### src/rtl/dmem_pkg.sv
// Shared types and constants for the data-RAM arbiter.
package dmem_pkg;

  localparam int DATA_W = 32;

  typedef enum logic {IDLE, RD_WAIT} arb_state_t;

  typedef enum logic {OWN_CPU, OWN_DBG} owner_t;

endpackage

### src/rtl/dmem_rd_pipe.sv
// Read-response tracker: a READ_LAT-deep shift register of {valid, owner}
// that raises the owning port's rvalid exactly READ_LAT cycles after a read grant.
module dmem_rd_pipe
  import dmem_pkg::*;
#(
  parameter int READ_LAT = 1
) (
  input  logic   clk,
  input  logic   rst,
  input  logic   issue,
  input  owner_t owner,
  output logic   cpu_rvalid,
  output logic   dbg_rvalid
);

  logic [READ_LAT-1:0] vld_p;
  owner_t              own_p [READ_LAT];

  // Stage 0 captures the grant; each later stage delays it one cycle. Reset drops in-flight reads.
  always_ff @(posedge clk) begin
    if (rst) begin
      vld_p <= '0;
    end else begin
      vld_p[0] <= issue;
      for (int i = 1; i < READ_LAT; i++) vld_p[i] <= vld_p[i-1];
    end
  end

  // Owner tag travels alongside the valid bit; it is only meaningful where valid is set.
  always_ff @(posedge clk) begin
    own_p[0] <= owner;
    for (int i = 1; i < READ_LAT; i++) own_p[i] <= own_p[i-1];
  end

  // Last stage: response cycle
  assign cpu_rvalid = vld_p[READ_LAT-1] && (own_p[READ_LAT-1] == OWN_CPU);
  assign dbg_rvalid = vld_p[READ_LAT-1] && (own_p[READ_LAT-1] == OWN_DBG);

endmodule

### src/rtl/dmem_arbiter.sv
// Single-port data RAM arbiter between the CPU load/store path and the debug port.
// CPU wins ties unless DBG has been denied STARVE_LIMIT cycles in a row; grants
// pause while a multi-cycle read is outstanding.
module dmem_arbiter
  import dmem_pkg::*;
#(
  parameter int ADDR_W       = 8,
  parameter int READ_LAT     = 1,
  parameter int STARVE_LIMIT = 4
) (
  input  logic              clk,
  input  logic              rst,
  input  logic              cpu_req,
  input  logic              cpu_we,
  input  logic [ADDR_W-1:0] cpu_addr,
  input  logic [DATA_W-1:0] cpu_wdata,
  output logic              cpu_gnt,
  output logic              cpu_rvalid,
  output logic [DATA_W-1:0] cpu_rdata,
  input  logic              dbg_req,
  input  logic              dbg_we,
  input  logic [ADDR_W-1:0] dbg_addr,
  input  logic [DATA_W-1:0] dbg_wdata,
  output logic              dbg_gnt,
  output logic              dbg_rvalid,
  output logic [DATA_W-1:0] dbg_rdata,
  output logic              mem_en,
  output logic              mem_we,
  output logic [ADDR_W-1:0] mem_addr,
  output logic [DATA_W-1:0] mem_wdata,
  input  logic [DATA_W-1:0] mem_rdata,
  output logic              cpu_stall
);

  localparam int LAT_W = $clog2(READ_LAT + 1);
  localparam int STV_W = $clog2(STARVE_LIMIT + 1);

  arb_state_t       state, state_nxt;
  logic [LAT_W-1:0] lat_cnt, lat_nxt;
  logic [STV_W-1:0] starve_cnt, starve_nxt;
  owner_t           owner, owner_nxt;
  logic             rd_issue;
  owner_t           rd_own;

  // Control registers: FSM state, read-latency countdown, DBG starvation count, read owner.
  always_ff @(posedge clk) begin
    if (rst) begin
      state      <= IDLE;
      lat_cnt    <= '0;
      starve_cnt <= '0;
      owner      <= OWN_CPU;
    end else begin
      state      <= state_nxt;
      lat_cnt    <= lat_nxt;
      starve_cnt <= starve_nxt;
      owner      <= owner_nxt;
    end
  end

  // Grant selection, RAM-side mux, read sequencing and starvation bookkeeping.
  always_comb begin
    cpu_gnt    = 1'b0;
    dbg_gnt    = 1'b0;
    state_nxt  = state;
    lat_nxt    = lat_cnt;
    owner_nxt  = owner;
    starve_nxt = starve_cnt;

    case (state)
      IDLE: begin
        // Grants are held off while reset is asserted so no RAM write slips through.
        if (!rst) begin
          if (dbg_req && (!cpu_req || starve_cnt == STV_W'(STARVE_LIMIT))) dbg_gnt = 1'b1;
          else if (cpu_req)                                                cpu_gnt = 1'b1;
        end
      end
      RD_WAIT: begin
        if (lat_cnt == LAT_W'(1)) begin
          state_nxt = IDLE;
          lat_nxt   = '0;
        end else begin
          lat_nxt = lat_cnt - LAT_W'(1);
        end
      end
      default: state_nxt = IDLE;
    endcase

    mem_en    = cpu_gnt | dbg_gnt;
    mem_we    = dbg_gnt ? dbg_we    : (cpu_gnt & cpu_we);
    mem_addr  = dbg_gnt ? dbg_addr  : (cpu_gnt ? cpu_addr  : '0);
    mem_wdata = dbg_gnt ? dbg_wdata : (cpu_gnt ? cpu_wdata : '0);

    rd_issue = mem_en & ~mem_we;
    rd_own   = dbg_gnt ? OWN_DBG : OWN_CPU;
    if (rd_issue) begin
      owner_nxt = rd_own;
      if (READ_LAT > 1) begin
        state_nxt = RD_WAIT;
        lat_nxt   = LAT_W'(READ_LAT - 1);
      end
    end

    if (!dbg_req || dbg_gnt)                    starve_nxt = '0;
    else if (starve_cnt != STV_W'(STARVE_LIMIT)) starve_nxt = starve_cnt + STV_W'(1);
  end

  dmem_rd_pipe #(
    .READ_LAT(READ_LAT)
  ) u_rd_pipe (
    .clk       (clk),
    .rst       (rst),
    .issue     (rd_issue),
    .owner     (rd_own),
    .cpu_rvalid(cpu_rvalid),
    .dbg_rvalid(dbg_rvalid)
  );

  assign cpu_rdata = cpu_rvalid ? mem_rdata : '0;
  assign dbg_rdata = dbg_rvalid ? mem_rdata : '0;

  // Stall covers both a pending un-granted request and an in-flight CPU load.
  assign cpu_stall = (cpu_req & ~cpu_gnt) | ((state == RD_WAIT) && (owner == OWN_CPU));

endmodule

### config.mk
export PLATFORM = sky130hd
export DESIGN_NAME = dmem_arbiter
export DESIGN_NICKNAME = d
export VERILOG_FILES = /design/src/rtl/dmem_pkg.sv /design/src/rtl/dmem_rd_pipe.sv /design/src/rtl/dmem_arbiter.sv
export SDC_FILE = /design/constraint.sdc
export NUM_CORES = 1
export LEC_CHECK = 0
export ABC_AREA = 1
export BUFFER_PORTS_ARGS = -buffer_cell sky130_fd_sc_hd__buf_4
export CAP_MARGIN = 20
export CORE_AREA = 2 2 90 92
export DETAILED_ROUTE_END_ITERATION = 12
export DIE_AREA = 0 0 92 94
export GPL_ROUTABILITY_DRIVEN = 1
export GPL_TIMING_DRIVEN = 0
export PLACE_DENSITY = 0.56
export SYNTH_ARGS = -nofsm -noshare
export SYNTH_HDL_FRONTEND = slang
export SYNTH_HIERARCHICAL = 1
export SYNTH_SLANG_ARGS = --single-unit
export TNS_END_PERCENT = 20
### constraint.sdc
create_clock -name clk -period 4 [get_ports clk]
set_input_delay 0 -clock clk [delete_from_list [all_inputs] [get_ports clk]]
set_output_delay 0 -clock clk [all_outputs]
set_load 0.03 [all_outputs]
# Word level (Yosys, flattened, before mapping)
# Memories as Yosys holds them, arrays and structs flattened.
# Cells that the tools add are included.
[totals]
regBits = 7
ram_bits = 1
mem_count = 1
[mem_list]
columns = ["name", "depth", "word_bits", "rd", "rd_ports_with_merged_regs", "write_ports", "line_no", "source"]
rows = [
  ["u_rd_pipe.own_p", 1, 1, 1, 0, 1, "dmem_rd_pipe.sv:17", "owner_t own_p [READ_LAT];"],
]
[op_classes]
add_sub_neg = 2
n_eq_ne = 2
muxes = 17
bitwise_logic = 10
reduce_logical = 10
[op_table]
columns = ["operator", "n"]
rows = [
  ["32-bit 2-to-1 mux", 4],
  ["8-bit 2-to-1 mux", 2],
  ["1-bit 2-to-1 mux", 11],
  ["1-bit inverter", 5],
  ["1-bit logical AND", 4],
  ["2-bit OR reduction", 2],
  ["3-bit by 1-bit adder with 3-bit output, second input constant", 1],
  ["1-bit AND", 3],
  ["3-bit equality test, second input constant", 1],
  ["3-bit inequality test, second input constant", 1],
  ["1-bit zero test", 2],
  ["1-bit logical OR", 2],
  ["1-bit bitwise OR", 2],
  ["1-bit subtractor, second input constant", 1],
]

# Depth between registers and ports, before layout
# Gate-level depths: netlist (run 1).
[depth]
word_depth = 10
mapped_depth = 10
mapped_depth_nobuf = 10

# By module
# The synthesis (run 1) kept the hierarchy.
[by_module_without_submodules]
columns = ["module", "instances", "cells_per_inst", "area_per_inst_um2"]
rows = [
  ["dmem_arbiter", 1, 229, 1365.1],
  ["dmem_rd_pipe", 1, 8, 65.1],
]

# Worst setup path after synthesis (run 1)
# OpenSTA, ideal clock, no wires.
[synth_timing]
path_kind = "reg-to-output"
startpoint = "register starve_cnt[0]"
endpoint = "output cpu_stall"
t_arrival_ps = 1528
required_ps = 4000
setup_slack_ps = 2472
path_stages_with_launch = 10
cell_sequence = "dfxtp_1 > inv_1 > ha_1 > nand2_2 > nand2_2 > nand2_4 > nand2_4 > inv_6 > buf_8 > o22ai_1"
[synth_between]
elab_chain_len = 9
[synth_rtl]
columns = ["element", "line_no", "source"]
rows = [
  ["start, declared", "dmem_arbiter.sv:40", "logic [STV_W-1:0] starve_cnt, starve_nxt;"],
  ["start signal, assigned", "dmem_arbiter.sv:55", "starve_cnt <= starve_nxt;"],
  ["3-bit equality test", "dmem_arbiter.sv:73", "if (dbg_req && (!cpu_req || starve_cnt == STV_W'(STARVE_LIMIT))) dbg_gnt = 1'b1;"],
  ["1-bit logical OR", "dmem_arbiter.sv:73", ""],
  ["1-bit logical AND", "dmem_arbiter.sv:73", ""],
  ["1-bit 2-to-1 mux", "dmem_arbiter.sv:73", ""],
  ["1-bit 2-to-1 mux", "dmem_arbiter.sv:72", "if (!rst) begin"],
  ["1-bit 2-to-1 mux", "dmem_arbiter.sv:69", "case (state)"],
  ["via cpu_gnt", "dmem_arbiter.sv:17", "output logic cpu_gnt,"],
  ["1-bit inverter", "dmem_arbiter.sv:122", "assign cpu_stall = (cpu_req & ~cpu_gnt) | ((state == RD_WAIT) && (owner == OWN_CPU));"],
  ["1-bit AND", "dmem_arbiter.sv:122", ""],
  ["1-bit bitwise OR", "dmem_arbiter.sv:122", ""],
  ["end, declared", "dmem_arbiter.sv:32", "output logic cpu_stall"],
]
# The timed path passes the listed nets, and every way through them passes these cells.

# Final worst setup path (run 1)
[layout_timing]
startpoint = "register starve_cnt[0]"
endpoint = "output mem_wdata[26]"
[layout_between]
elab_chain_len = 8
elab_cells_between_ends = 11
[layout_rtl]
columns = ["element", "line_no", "source"]
rows = [
  ["3-bit equality test (*)", "dmem_arbiter.sv:73", ""],
  ["1-bit logical OR (*)", "dmem_arbiter.sv:73", ""],
  ["1-bit logical AND (*)", "dmem_arbiter.sv:73", ""],
  ["1-bit 2-to-1 mux", "dmem_arbiter.sv:73", ""],
  ["1-bit 2-to-1 mux", "dmem_arbiter.sv:72", ""],
  ["1-bit 2-to-1 mux", "dmem_arbiter.sv:69", ""],
  ["32-bit 2-to-1 mux", "dmem_arbiter.sv:91", "mem_wdata = dbg_gnt ? dbg_wdata : (cpu_gnt ? cpu_wdata : '0);"],
  ["32-bit 2-to-1 mux (*)", "dmem_arbiter.sv:91", ""],
  ["end, declared", "dmem_arbiter.sv:30", "output logic [DATA_W-1:0] mem_wdata,"],
]
# Every way passes the cells marked *; elsewhere a longest branch is shown, timed or not.

==> impl_results.md, run 1 <==
* CTS tree: built
* Routed len/inst at approximately 12 um
* P_int at about 0.31 mW
* Reported leakage power at about 2.3 nW
* Switching share of power at 39.3%
* Post-synthesis mux area share at 0%
* Final nets at 591
* Die Y at approximately 94 um
* Seq/Total Area, Yosys at 11.2%
* Largest family of logic cells by synthesized area: buffers and inverters
* Synth Area in Adders at under 10%
* Core ar. at ~7600 um^2
* Worst-margin pin slew at 0.440 ns
* Maximum capacitance violations at 0
* Global route total overflow at 0
* Port bufs at 228
* Yosys warns at 6
* Slew Limit Fails at 0
* DRC at 0
* Drt first pass iters at 4
* Syn Inst Count at approximately 240
* Max Freq at between 500 and 600 MHz
* Fin crit share at 45.1%
* Root Buffer: clkbuf_8
* Worst Path Arrival at around 1.8 ns
* Later-pin clock latency in the skew report at 0.22 ns
* Final hold vios at 0
* Vias in the first global route at between 2000 and 2500
* Largest net degree at the start of global routing at 12
* Seq pwr share at 16.5%
* Synth top area share at between 20% and 30%
* Yosys top cell by area: a22o_1
* First-pass GRT wire length at roughly 11000 um
* Htree depth at 1
* Area grow syn2layout at 132%
* Post-synth EDFFs at 0
* Fin crit period at ~1.8 ns
* Primary FF master, synth: dfxtp_1
* Initial DRC count at 53
* Clock share of power at 18.4%
* Slew margin rel. at between 70 and 80%
* Post-DRT Antenna Nets at 0
* Initial Util at about a fifth
* P per Cell Area at around 150 nW/um^2
* Syn_area_per_cell at about 6.0 um^2
* Initial antenna violation count at 0
* Final setup fails at 0
* GRT Util Overall at between 10% and 20%
* Net Sw Power at ~0.20 mW
* Hpwl dp at about 6300 um
* Share of layout cells above drive strength 1 at a little over half
* Routed vias/inst at 4.00
* CTS buffer count at 3
* Clock Sinks at 8
* Worst-case clock buffer depth at 2
* Hold Path Class: input port to flop
* Total vias in the final route at ~2300
* Mapped cell area at 1430 um^2
* Die X at between 90 and 100 um
* Hold_ws at approximately 0.13 ns
* DIE AREA at 8650 um^2
* Most frequent cell after synthesis: inv_1
* WP data required at roughly 4.0 ns
* Worst-path clk slew at ~0.04 ns
* Drt total wl at about 7000 um
* Post-synth top cells: inv_1 (74), nand2_1 (72), a22o_1 (39), buf_8 (8), dfxtp_1 (8)
* Synth area leaders: a22o_1 (24%), inv_1 (19%), nand2_1 (19%), dfxtp_1 (11%), buf_8 (8.4%)
* FFs w/ async S/R, synth at 0%
* Post-synth cell types at 24
* Crit end category: output port
* Maximum vdd drop at 141 uV
* Status: finished clean
* PostCTS Resize Cnt at 0
* Setup Skew at 0.00361 ns
* Logic pwr share at about 65%
* Row count at 32
* Setup Fix Bufs, Post-CTS at 0
* I/O Pins at between 200 and 250
* Post-synthesis simple-gate area fraction at around 28%
* XOR/XNOR Fraction of Synth Area at 0.612%
* RSZ-0062 raised after global routing: false
* Setup_tns at 0 ns
* Number of synthesized register bits at 8
* Critical path type: flop to output port
* CP Max Fanout at 10
* Ant diodes at 0
* Synth Area in Compound Gates at around 28%
* Setup crit start kind: flop
* Syn Nets at roughly 360
* Gpl congestion at around 0.8
==> final cells by class <==
cell class / instances / area, um^2
Inverter: 77 / 294
Tap cell: 102 / 128
Clock buffer: 3 / 41.3
Buffer: 14 / 143
Multi-Input combinational cell: 138 / 833
Sequential cell: 8 / 160
Fill cell: 800 / 4290
Timing Repair Buffer: 229 / 1720
==> through the flow <==
| stage | std cells | util (%) | cell area [um^2] | worst slack, ns | total power [mW] |
|---|---|---|---|---|---|
| 6_report | 571 | 43.7 | 3320 | 2.20 | 0.509 |
| 3_5_place_dp | 567 | 43.0 | 3270 | 2.42 | 0.418 |
| 3_3_place_gp | 567 | 43.0 | 3270 | 2.45 | 0.416 |
| 4_1_cts | 571 | 43.7 | 3320 | 2.16 | 0.515 |
| 2_1_floorplan | 237 | - | 1430 | 2.47 | 0.246 |
| 5_1_grt | 571 | 43.7 | 3320 | 2.05 | 0.543 |
==> repair_timing <==
item,CTS,global route
hold endpoints to repair,3,0
hold buffers,1,0
setup endpoints to repair,0,0
==> per-layer routing <==
layer | wire length [um] | GRT usage [%] | up-vias
met5 | 0 | 0 | -
li1 | - | - | 1186
met3 | 765 | 4.65 | 2
met4 | 21 | 1.62 | 0
met2 | 3700 | 28.2 | 121
met1 | 2630 | 17.5 | 977
==> placed cells by master, fill, tap and decap left out, types with 2 or more instances in the layout <==
master	count
a21oi_1	4
buf_8	8
ha_1	2
o22ai_1	2
nand2_1	72
nor2_1	3
nand2_2	2
clkbuf_1	6
a22o_1	39
buf_4	228
clkbuf_8	3
inv_2	2
o211ai_1	2
inv_1	74
dfxtp_1	8
nand2_4	2
nand3_1	2
==> critical path, stage by stage (launching register included) <==
cell and delay [ns]:
dfxtp_1 0.35, inv_1 0.07, ha_1 0.20, nand2_2 0.12, nand2_2 0.08, nand2_4 0.12, nand2_4 0.07, inv_6 0.09
buf_8 0.14, a22o_1 0.14, buf_4 0.17
==> flip-flops by register name, summed over array words and instances (netlist names) <==
name,count
starve_cnt,3
lat_cnt,1
owner,1
state,1
u_rd_pipe/own_p,1
u_rd_pipe/vld_p,1
==> final timing paths <==
| kind | depth (start not counted) | to | slack (ns) | start |
|---|---|---|---|---|
| max | 10 | mem_wdata[26] | 2.20 | starve_cnt[0] |
| min reg2reg | 2 | owner | 0.47 | owner |
| min | 4 | owner | 0.13 | cpu_we |
| max reg2reg | 9 | owner | 2.61 | starve_cnt[0] |
==> power groups by stage <==
stage	Sequential, mW	Clock, mW	Combinational, mW
floorplan	0.0849	0	0.161
global placement	0.0851	0	0.331
detailed placement	0.0852	0	0.332
CTS	0.0839	0.0966	0.334
global route	0.0841	0.104	0.355
finish	0.0839	0.0937	0.331
==> logic make-up after synthesis <==
kind of cell / count (synthesis)
AO/OA/AOI/OAI: 48
AND/OR/NAND/NOR: 87
flip-flops: 8
XOR/XNOR: 1
adder cells (fa/ha/maj): 2
buffers and inverters: 91
No activity file was read; power rests on OpenSTA's default activity.
==> inputs of run 2 (changes only) <==
==> constraint.sdc (replaced) <==
create_clock -name clk -period 1.75 [get_ports clk]
set_input_delay 0 -clock clk [delete_from_list [all_inputs] [get_ports clk]]
set_output_delay 0 -clock clk [all_outputs]
set_load 0.03 [all_outputs]
==> run 2 against run 1 <==
Design area grew 4.7%. Worst hold slack better by 0.0066 ns. Cell count up 1.2%. Global-route usage increased by 0.32 points.
==> impl_results.md, run 2 (synthesized netlist as in run 1, its figures left out) <==
* Fillers at 782 (-2.3%)
* CP Max Fanout at 10 (unchanged)
* Worst-case clock buffer depth at 2 (unchanged)
* Fin crit period at ~1.7 ns
* Core ar. at 7610 um^2 (unchanged)
* Maximum vdd drop at 327 uV (+130%)
* Clock share of power at 17.8% (-0.6 points)
* Max Freq at 595 MHz
* Drt first pass iters at 4 (unchanged)
* Net Sw Power at 0.469 mW (+130%)
* Die X at 92 um (unchanged)
* Initial DRC count at 46 (-13%)
* GRT Util Overall at 15.5% (+0.32 points)
* Post-DRT Antenna Nets at 0 (unchanged)
* Total vias in the final route at 2326 (+1.7%)
* Clock Sinks at 8 (unchanged)
* Largest register FFs at 3 (unchanged)
* Share of layout cells above drive strength 1 at 55.7% (+1.9 points)
* Drt total wl at 7290 um (+2.5%)
* DRC at 0 (unchanged)
* Final core occ at 45.7% (+2.1 points)
* Hold Path Class: input port to flop
* Worst-margin pin slew at 0.456 ns (+0.0166 ns)
* Largest reg by FF count: starve_cnt
* Die Y at 94 um (unchanged)
* WP data required at 1.75 ns (-2.25 ns)
* Slew margin rel. at 69.6% (-1.1 points)
* DIE AREA at 8650 um^2 (unchanged)
* P_int at 0.735 mW (+140%)
* Final hold vios at 0 (unchanged)
* Gpl congestion at 0.783 (unchanged)
* Status: finished clean
* Crit end category: output port
* Worst-path clk slew at 0.04 ns (about the same)
* Area grow syn2layout at 143%
* Global route total overflow at 0 (unchanged)
* Htree depth at 1 (unchanged)
* Setup_tns at 0 ns (unchanged)
* Worst stage delay on the critical path at 0.31 ns (-0.04 ns)
* CTS tree: built
* Most common cell after layout, fill and taps aside: buf_4
* Port bufs at 228 (unchanged)
* Hpwl dp at 6260 um (unchanged)
* Seq pwr share at 16.0% (-0.5 points)
* Switching share of power at 39.0% (-0.39 points)
* Root Buffer: clkbuf_8
* Most frequent cells in the layout: buf_4 (221), inv_1 (72), nand2_1 (72)
* Final nets at 598 (+1.2%)
* Later-pin clock latency in the skew report at 0.22 ns (about the same)
* Initial Util at 18.8% (unchanged)
* Reg2reg path depth at 10 (+1)
* Hold_ws at 0.137 ns (+0.00658 ns)
* CP max stage cell: dfxtp_2
* Ant diodes at 0 (unchanged)
* Setup Skew at 0.00373 ns (+0.000125 ns)
* Slew Limit Fails at 0 (unchanged)
* Initial antenna violation count at 0 (unchanged)
* Final total power at 1.20 mW (+140%)
* Fin crit share at ~96%
* Routed len/inst at 12.6 um (+1.2%)
* RSZ-0062 raised after global routing: true
* Worst Path Arrival at 1.68 ns (-0.12 ns)
* Critical path type: flop to output port
* CTS buffer count at 3 (unchanged)
* P per Cell Area at 346 nW/um^2 (+130%)
* Hold path depth at 4 (unchanged)
* Final setup fails at 0 (unchanged)
* Largest net degree at the start of global routing at 12 (unchanged)
* Maximum capacitance violations at 0 (unchanged)
* Reported leakage power at 2.35 nW (+2.7%)
* Critical Path, Cell by Cell: inv_2 > ha_4 > nand2_2 > nand2_2 > nand2_4 > nand2_4 > inv_8 > buf_12 > buf_8 > a22o_1 > buf_4
* Logic pwr share at 66.3% (+1.2 points)
* First-pass GRT wire length at 11000 um (+2.4%)
* Setup crit start kind: flop
* I/O Pins at 229 (unchanged)
* Vias in the first global route at 2220 (+2.9%)
* Routed vias/inst at 4.02 (+0.52%)
* Row count at 32 (unchanged)
-- run 2: metrics by stage --
stage | setup slack [ns] | std cells | instance area, um^2
2_1_floorplan | 0.222 | 237 | 1430
3_3_place_gp | 0.201 | 567 | 3270
3_5_place_dp | 0.165 | 567 | 3270
4_1_cts | 0.0180 | 578 | 3440
5_1_grt | -0.00942 | 578 | 3480
6_report | 0.0698 | 578 | 3480
-- run 2: cell type report --
| class | count | area (um^2) | share of cell area (%) |
|---|---|---|---|
| timing repair buffer | 236 | 1850 | 53.3 |
| multi-input combinational | 138 | 852 | 24.5 |
| inverter | 77 | 299 | 8.60 |
| sequential | 8 | 163 | 4.68 |
| buffer | 14 | 143 | 4.10 |
| tap | 102 | 128 | 3.67 |
| clock buffer | 3 | 41.3 | 1.19 |
-- run 2: worst paths after layout --
check | startpoint | endpoint | slack, ns
max | starve_cnt[1] | mem_wdata[0] | 0.07
min reg2reg | owner | owner | 0.48
min | cpu_we | owner | 0.14
max reg2reg | starve_cnt[0] | owner | 0.42
-- run 2: timing repair --
item	in CTS	in global routing
buffers inserted	6	0
gates resized for setup	11	11
setup endpoints to repair	40	14
hold buffers	1	0
pin swaps	7	4
gates cloned	1	0
hold endpoints to repair	3	0
-- run 2: power by group through the flow --
| stage | Sequential, mW | Combinational, mW | Clock, mW |
|---|---|---|---|
| 3_5_place_dp | 0.195 | 0.760 | 0 |
| 6_report | 0.192 | 0.797 | 0.214 |
| 3_3_place_gp | 0.195 | 0.756 | 0 |
| 4_1_cts | 0.192 | 0.793 | 0.221 |
| 5_1_grt | 0.192 | 0.852 | 0.238 |
| 2_1_floorplan | 0.194 | 0.367 | 0 |
-- run 2: routing by layer --
layer  routed length, um  GRT usage [%]
met3                 821           4.65
met1                2630           17.6
met5                   0              0
met2                3820           29.3
met4                  21           1.62
-- run 2: worst max-delay path: cells and delay by family (launching register included) --
family / cells / cell delay [ns]
buf+inv: 5 / 0.52
compound gates: 1 / 0.17
simple gates: 4 / 0.32
fa+ha+maj: 1 / 0.13
flops: 1 / 0.31
